<file path="src/rtl/nnrv_pkg.sv">
// Shared definitions for the nnrv core: op-type encodings (common with the decoder),
// the EX state enum and the default datapath width.
package nnrv_pkg;

  localparam int XLEN_DEFAULT = 32;

  localparam logic [3:0] OP_NOP  = 4'd0;
  localparam logic [3:0] OP_ADD  = 4'd1;
  localparam logic [3:0] OP_SUB  = 4'd2;
  localparam logic [3:0] OP_SLT  = 4'd3;
  localparam logic [3:0] OP_SLTU = 4'd4;
  localparam logic [3:0] OP_XOR  = 4'd5;
  localparam logic [3:0] OP_OR   = 4'd6;
  localparam logic [3:0] OP_AND  = 4'd7;
  localparam logic [3:0] OP_SLL  = 4'd8;
  localparam logic [3:0] OP_SRL  = 4'd9;
  localparam logic [3:0] OP_SRA  = 4'd10;

  typedef enum logic {
    EX_IDLE  = 1'b0,
    EX_SHIFT = 1'b1
  } ex_state_t;

endpackage

</file>
<file path="src/rtl/nnrv_alu.sv">
// Purpose: combinational ALU for the EX stage plus a 1-bit shift step (or a barrel shifter).
// Latency: 0 cycles, purely combinational.
// Backpressure: none; NNRV_EX_FAST_SHIFT_EN selects the barrel shifter and removes the step port.
module nnrv_alu
  import nnrv_pkg::*;
#(
  parameter int XLEN    = XLEN_DEFAULT,
  parameter int SHAMT_W = 5
) (
  input  logic [3:0]      i_type,
  input  logic [XLEN-1:0] i_a,
  input  logic [XLEN-1:0] i_b,
  output logic [XLEN-1:0] o_res
`ifndef NNRV_EX_FAST_SHIFT_EN
  ,
  input  logic [3:0]      i_step_type,
  input  logic [XLEN-1:0] i_step_val,
  output logic [XLEN-1:0] o_step_res
`endif
);

  always_comb begin
    o_res = '0;
    case (i_type)
      OP_ADD:  o_res = i_a + i_b;
      OP_SUB:  o_res = i_a - i_b;
      OP_SLT:  o_res = {{(XLEN-1){1'b0}}, ($signed(i_a) < $signed(i_b))};
      OP_SLTU: o_res = {{(XLEN-1){1'b0}}, (i_a < i_b)};
      OP_XOR:  o_res = i_a ^ i_b;
      OP_OR:   o_res = i_a | i_b;
      OP_AND:  o_res = i_a & i_b;
`ifdef NNRV_EX_FAST_SHIFT_EN
      OP_SLL:  o_res = i_a << i_b[SHAMT_W-1:0];
      OP_SRL:  o_res = i_a >> i_b[SHAMT_W-1:0];
      OP_SRA:  o_res = $unsigned($signed(i_a) >>> i_b[SHAMT_W-1:0]);
`else
      // Only reached for a zero shift amount; non-zero shifts go through the step path.
      OP_SLL, OP_SRL, OP_SRA: o_res = i_a;
`endif
      default: o_res = '0;
    endcase
  end

`ifndef NNRV_EX_FAST_SHIFT_EN
  always_comb begin
    o_step_res = i_step_val;
    case (i_step_type)
      OP_SLL:  o_step_res = {i_step_val[XLEN-2:0], 1'b0};
      OP_SRL:  o_step_res = {1'b0, i_step_val[XLEN-1:1]};
      OP_SRA:  o_step_res = {i_step_val[XLEN-1], i_step_val[XLEN-1:1]};
      default: o_step_res = i_step_val;
    endcase
  end
`endif

endmodule

</file>
<file path="src/rtl/nnrv_ex.sv">
// Purpose: nnrv execute stage, ID handshake, ALU issue and registered write-back pulse.
// Latency: 1 cycle; shifts take shamt cycles unless NNRV_EX_FAST_SHIFT_EN (barrel, always 1).
// Backpressure: o_id_ready low while an iterative shift is in progress.
module nnrv_ex
  import nnrv_pkg::*;
#(
  parameter int XLEN    = XLEN_DEFAULT,
  parameter int SHAMT_W = 5
) (
  input  logic            i_clk,
  input  logic            i_rst_n,
  input  logic            i_id_valid,
  output logic            o_id_ready,
  input  logic [XLEN-1:0] i_id_op1,
  input  logic [XLEN-1:0] i_id_op2,
  input  logic [3:0]      i_id_type,
  input  logic [4:0]      i_id_rd,
  output logic            o_wb_en,
  output logic [4:0]      o_wb_rd,
  output logic [XLEN-1:0] o_wb_data,
  output logic            o_busy
);

  logic            xfer;
  logic            op_known;
  logic [XLEN-1:0] alu_res;
  logic            wb_en_d;
  logic [4:0]      wb_rd_d;
  logic [XLEN-1:0] wb_data_d;

  assign xfer     = i_id_valid && o_id_ready;
  assign op_known = (i_id_type >= OP_ADD) && (i_id_type <= OP_SRA);

`ifdef NNRV_EX_FAST_SHIFT_EN

  nnrv_alu #(.XLEN(XLEN), .SHAMT_W(SHAMT_W)) u_alu (
    .i_type (i_id_type),
    .i_a    (i_id_op1),
    .i_b    (i_id_op2),
    .o_res  (alu_res)
  );

  assign o_id_ready = 1'b1;
  assign o_busy     = 1'b0;

  always_comb begin
    wb_en_d   = 1'b0;
    wb_rd_d   = o_wb_rd;
    wb_data_d = o_wb_data;
    if (xfer && op_known && (i_id_rd != 5'd0)) begin
      wb_en_d   = 1'b1;
      wb_rd_d   = i_id_rd;
      wb_data_d = alu_res;
    end
  end

`else

  ex_state_t          state_q, state_d;
  logic [SHAMT_W-1:0] cnt_q, cnt_d;
  logic [XLEN-1:0]    work_q, work_d;
  logic [3:0]         type_q, type_d;
  logic [4:0]         rd_q, rd_d;
  logic [XLEN-1:0]    step_val, step_res;
  logic [3:0]         step_type;
  logic               is_shift;
  logic [SHAMT_W-1:0] shamt_in;

  assign is_shift = (i_id_type == OP_SLL) || (i_id_type == OP_SRL) || (i_id_type == OP_SRA);
  assign shamt_in = i_id_op2[SHAMT_W-1:0];

  nnrv_alu #(.XLEN(XLEN), .SHAMT_W(SHAMT_W)) u_alu (
    .i_type      (i_id_type),
    .i_a         (i_id_op1),
    .i_b         (i_id_op2),
    .o_res       (alu_res),
    .i_step_type (step_type),
    .i_step_val  (step_val),
    .o_step_res  (step_res)
  );

  assign o_id_ready = (state_q == EX_IDLE);
  assign o_busy     = (state_q != EX_IDLE);

  // The first shift step is taken on the accept edge, so SHIFT lasts shamt-1 cycles
  // and the write-back lands exactly shamt cycles after acceptance.
  always_comb begin
    state_d   = state_q;
    cnt_d     = cnt_q;
    work_d    = work_q;
    type_d    = type_q;
    rd_d      = rd_q;
    step_val  = work_q;
    step_type = type_q;
    wb_en_d   = 1'b0;
    wb_rd_d   = o_wb_rd;
    wb_data_d = o_wb_data;
    case (state_q)
      EX_IDLE: begin
        step_val  = i_id_op1;
        step_type = i_id_type;
        if (xfer) begin
          if (is_shift && (shamt_in > SHAMT_W'(1))) begin
            state_d = EX_SHIFT;
            cnt_d   = shamt_in - SHAMT_W'(1);
            work_d  = step_res;
            type_d  = i_id_type;
            rd_d    = i_id_rd;
          end else if (op_known && (i_id_rd != 5'd0)) begin
            wb_en_d   = 1'b1;
            wb_rd_d   = i_id_rd;
            wb_data_d = (is_shift && (shamt_in == SHAMT_W'(1))) ? step_res : alu_res;
          end
        end
      end
      EX_SHIFT: begin
        work_d = step_res;
        if (cnt_q == SHAMT_W'(1)) begin
          state_d = EX_IDLE;
          cnt_d   = '0;
          if (rd_q != 5'd0) begin
            wb_en_d   = 1'b1;
            wb_rd_d   = rd_q;
            wb_data_d = step_res;
          end
        end else begin
          cnt_d = cnt_q - SHAMT_W'(1);
        end
      end
      default: state_d = EX_IDLE;
    endcase
  end

  always_ff @(posedge i_clk) begin
    if (!i_rst_n) begin
      state_q <= EX_IDLE;
      cnt_q   <= '0;
      work_q  <= '0;
      type_q  <= OP_NOP;
      rd_q    <= '0;
    end else begin
      state_q <= state_d;
      cnt_q   <= cnt_d;
      work_q  <= work_d;
      type_q  <= type_d;
      rd_q    <= rd_d;
    end
  end

`endif

  always_ff @(posedge i_clk) begin
    if (!i_rst_n) begin
      o_wb_en   <= 1'b0;
      o_wb_rd   <= '0;
      o_wb_data <= '0;
    end else begin
      o_wb_en   <= wb_en_d;
      o_wb_rd   <= wb_rd_d;
      o_wb_data <= wb_data_d;
    end
  end

endmodule
</file>
<file path="config.mk">
export PLATFORM = sky130hd
export DESIGN_NAME = nnrv_ex
export DESIGN_NICKNAME = d
export VERILOG_FILES = /design/src/rtl/nnrv_pkg.sv /design/src/rtl/nnrv_alu.sv /design/src/rtl/nnrv_ex.sv
export SDC_FILE = /design/constraint.sdc
export NUM_CORES = 1
export LEC_CHECK = 0
export BUFFER_PORTS_ARGS = -buffer_cell sky130_fd_sc_hd__buf_4
export CORE_MARGIN = 5
export CORE_UTILIZATION = 30
export DETAILED_ROUTE_END_ITERATION = 10
export GPL_TIMING_DRIVEN = 0
export HOLD_SLACK_MARGIN = 0.12
export PLACE_DENSITY_LB_ADDON = 0.05
export SLEW_MARGIN = 0
export SYNTH_ARGS = -nofsm -noshare
export SYNTH_HDL_FRONTEND = slang
export SYNTH_SLANG_ARGS = --single-unit
</file>
<file path="constraint.sdc">
create_clock -name i_clk -period 6.8 [get_ports i_clk]
set_clock_uncertainty 0.05 [all_clocks]
set_input_delay 0.68 -clock i_clk [delete_from_list [all_inputs] [get_ports i_clk]]
set_output_delay 0.68 -clock i_clk [all_outputs]
set_load 0.1 [all_outputs]
</file>
==> run summary <==
Initial Utilization: 0.306
Core box area: 31700 um2
GRT Util Overall: 0.255
Adder-cell area share of the yosys netlist: 0.142
Ports: 116
XOR/XNOR share of the synthesized area: 0.0171
Seq/Total Area, Yosys: 0.175
Critical path arrival: 4810 ps
Syn_nets: 1563
Pwr Density: 173 nW/um2
Cell variety after synth: 82
Longest Clk Path Bufs: 2
Worst ir drop on vdd: 117 uV
Leading area contributor after synthesis: dfxtp_1
Initial DRC count: 1205
Total negative setup slack: 0 ps
Setup CP Type: primary input to flip-flop
CP delay by family, top: buffers and inverters
Worst Path Required: 7040 ps
Final Hold Violating Endpoints: 0
Hpwl dp: 36600 um
First-pass GRT wire length: 69700 um
Ys Warns: 0
Final setup fails: 0
Initial antenna violation count: 0
Pleak: 4.69 nW
Largest family of logic cells by synthesized area: compound AO/OA/AOI/OAI gates
Top_reg_cell synth: dfxtp_1
Post-layout min period: 4570 ps
Measured slew at the worst slew-check pin: 1250 ps
Mux contribution to synthesized area: 0.0427
Max_slew headroom: 0.165
Hold Buf Count CTS: 0
Maximum number of pins on one net before global-route repair: 14
Initial DRT Pass Iterations: 7
Reg clk slew, reported paths: 70 ps
GRT overflow: 0
Worst Hold Class: flip-flop to flip-flop
Drt total wl: 47400 um
# clock sinks: 85
Setup Buffers After CTS: 0
Worst Setup End Kind: flip-flop
PostCTS Resize Cnt: 0
DIE HEIGHT: 190 um
Syn-to-layout area delta: 16.9%
Element type at the critical path start: primary input
Final instance area: 11300 um2
Syn_area_per_cell: 7.04 um2
Clock Latency Late Sink: 360 ps
Share of cells above drive strength 1: 0.112
DR DRC count: 0
Post-synth top area share: 0.175
Crit-path most repeated cell: clkbuf_1
Avg WL per Cell: 24.8 um
Global placement routability congestion: 0.920
Slowest stage delay, CP: 970 ps
CP Buf/Inv Count: 5
Synth async-reset ratio: 0
Max FO, Critical Path: 10
Number of global-route vias before repair: 10800
TritonCTS clock tree: built
Root buffer cell: clkbuf_16
Max_cap viols: 0
Vias per cell: 5.94
EDFF count, synth: 0
Die Footprint: 36100 um2
#FFs+latches synth: 85
Routed vias: 11300
Cells along the critical path: buf_4 -> inv_1 -> clkbuf_1 -> nor3_1 -> clkbuf_1 -> buf_1 -> a22oi_1 -> o2111ai_1 -> o311ai_0 -> a21oi_1
Antenna cells: 0
Total CTS buffers: 9
Synth area leaders: dfxtp_1, ha_1, nor2_1, a21oi_1, o21ai_0
CTS HTree Levels: 3
Number of cells produced by synthesis: 1378
Die W: 190 um
Antenna Nets Post-Route: 0
RSZ-0062 raised after global routing: no
Post-synthesis compound-gate area fraction: 0.338
Slowest-stage cell, CP: nor3_1
Cell row count: 65
I/O Buffers: 113
Post-DP Area: 11100 um2
Achievable Freq: 0.219 GHz
Mapped Area: 9710 um2
Final net count: 1687
Simple logic cell fraction of the synthesized area: 0.208
Final worst path period share: 0.672
Status: completed
Pins Over Slew Limit: 0
## layout by cell type, fill, tap and decap left out, types with 10 or more instances in the layout
master      n
inv_1     101
o22ai_1    34
a211oi_1   46
nor3_1     27
buf_2      10
nand3_1    39
a31oi_1    13
o31ai_1    16
o21ai_0    91
nor4_1     11
ha_1      107
a221oi_1   22
a221o_1    11
clkbuf_1   71
a21oi_1   118
a21o_1     14
mux2i_1    38
dfxtp_1    85
xnor2_1    17
nor2_1    184
o211ai_1   18
nand2_1   109
nand2b_1   11
buf_4     113
## final timing paths
path	start	end	slack, ps	depth (start not counted)
worst max register to register	o_busy	o_wb_data[1]	2870	9
worst min register to register	o_wb_data[1]	o_wb_data[1]	410	2
worst min-delay path	o_wb_data[1]	o_wb_data[1]	410	2
worst max-delay path	i_id_type[2]	o_wb_data[1]	2230	10
## power by group
group	internal [mW]	switching, mW
logic	0.274	0.623
clock network	0.280	0.227
registers	0.534	0.0240
total	1.09	0.875
## cell type report
type	count	area [um2]
inverter	104	390
clock inverter	5	53.8
timing repair buffer	113	848
multi-input combinational	1098	7260
clock buffer	9	225
sequential	85	1700
fill	3521	20400
buffer	91	362
tap	402	503
## cell usage after synthesis (5+ instances only)
library cell	count
a211oi_1	46
a21o_1	14
a21oi_1	118
a221o_1	11
a221oi_1	22
a222oi_1	6
a22o_1	7
a31oi_1	13
and3_1	7
buf_1	9
buf_2	10
clkbuf_1	71
dfxtp_1	85
ha_1	107
inv_1	101
mux2i_1	38
nand2_1	109
nand2b_1	11
nand3_1	39
nand3b_1	5
nand4_1	9
nor2_1	184
nor2b_1	5
nor3_1	27
nor4_1	11
nor4b_1	5
o2111ai_1	8
o211ai_1	18
o21a_1	5
o21ai_0	91
o21bai_1	9
o221ai_1	9
o22ai_1	34
o31ai_1	16
or2_2	7
or4_1	7
xnor2_1	17
## per-layer routing
layer | track usage | share of wire | up-vias
li1 | - | - | 5292
met2 | 0.403 | 0.44 | 473
met5 | 0 | 0 | -
met1 | 0.363 | 0.46 | 5490
met3 | 0.0288 | 0.067 | 73
met4 | 0.0801 | 0.029 | 0
## logic make-up (layout without fill, tap and decap cells)
group                    count (synthesis)  in the layout
AO/OA/AOI/OAI                          486            486
XOR/XNOR                                19             19
adder cells (fa/ha/maj)                109            109
buffers and inverters                  195            322
flip-flops                              85             85
multiplexers                            41             41
AND/OR/NAND/NOR                        443            443
## worst min-delay path: cells and delay by family, from the launching register on
kind | cells | cell delay, ps
DFF | 1 | 310
AOI/OAI and AO/OA | 1 | 50
and+or+nand+nor | 1 | 50
## flip-flops by register name, summed over array words and instances (netlist names)
| signal | count |
|---|---|
| o_busy | 1 |
| type_q | 4 |
| work_q | 32 |
| rd_q | 5 |
| o_wb_data | 32 |
| o_wb_en | 1 |
| o_wb_rd | 5 |
| cnt_q | 5 |
## metrics by stage
stage / hold WS (ps) / utilization / std cells / total power [mW] / worst slack, ps
after floorplan: 390 / - / 1378 / 1.15 / 3250
after global placement: 398 / 0.349 / 1893 / 1.45 / 1880
after detailed placement: 406 / 0.349 / 1893 / 1.45 / 2100
after CTS: 413 / 0.358 / 1907 / 1.95 / 2470
after global routing: 441 / 0.358 / 1907 / 2.05 / 2250
final: 408 / 0.358 / 1907 / 1.96 / 2230
No activity file was read; power rests on OpenSTA's default activity.
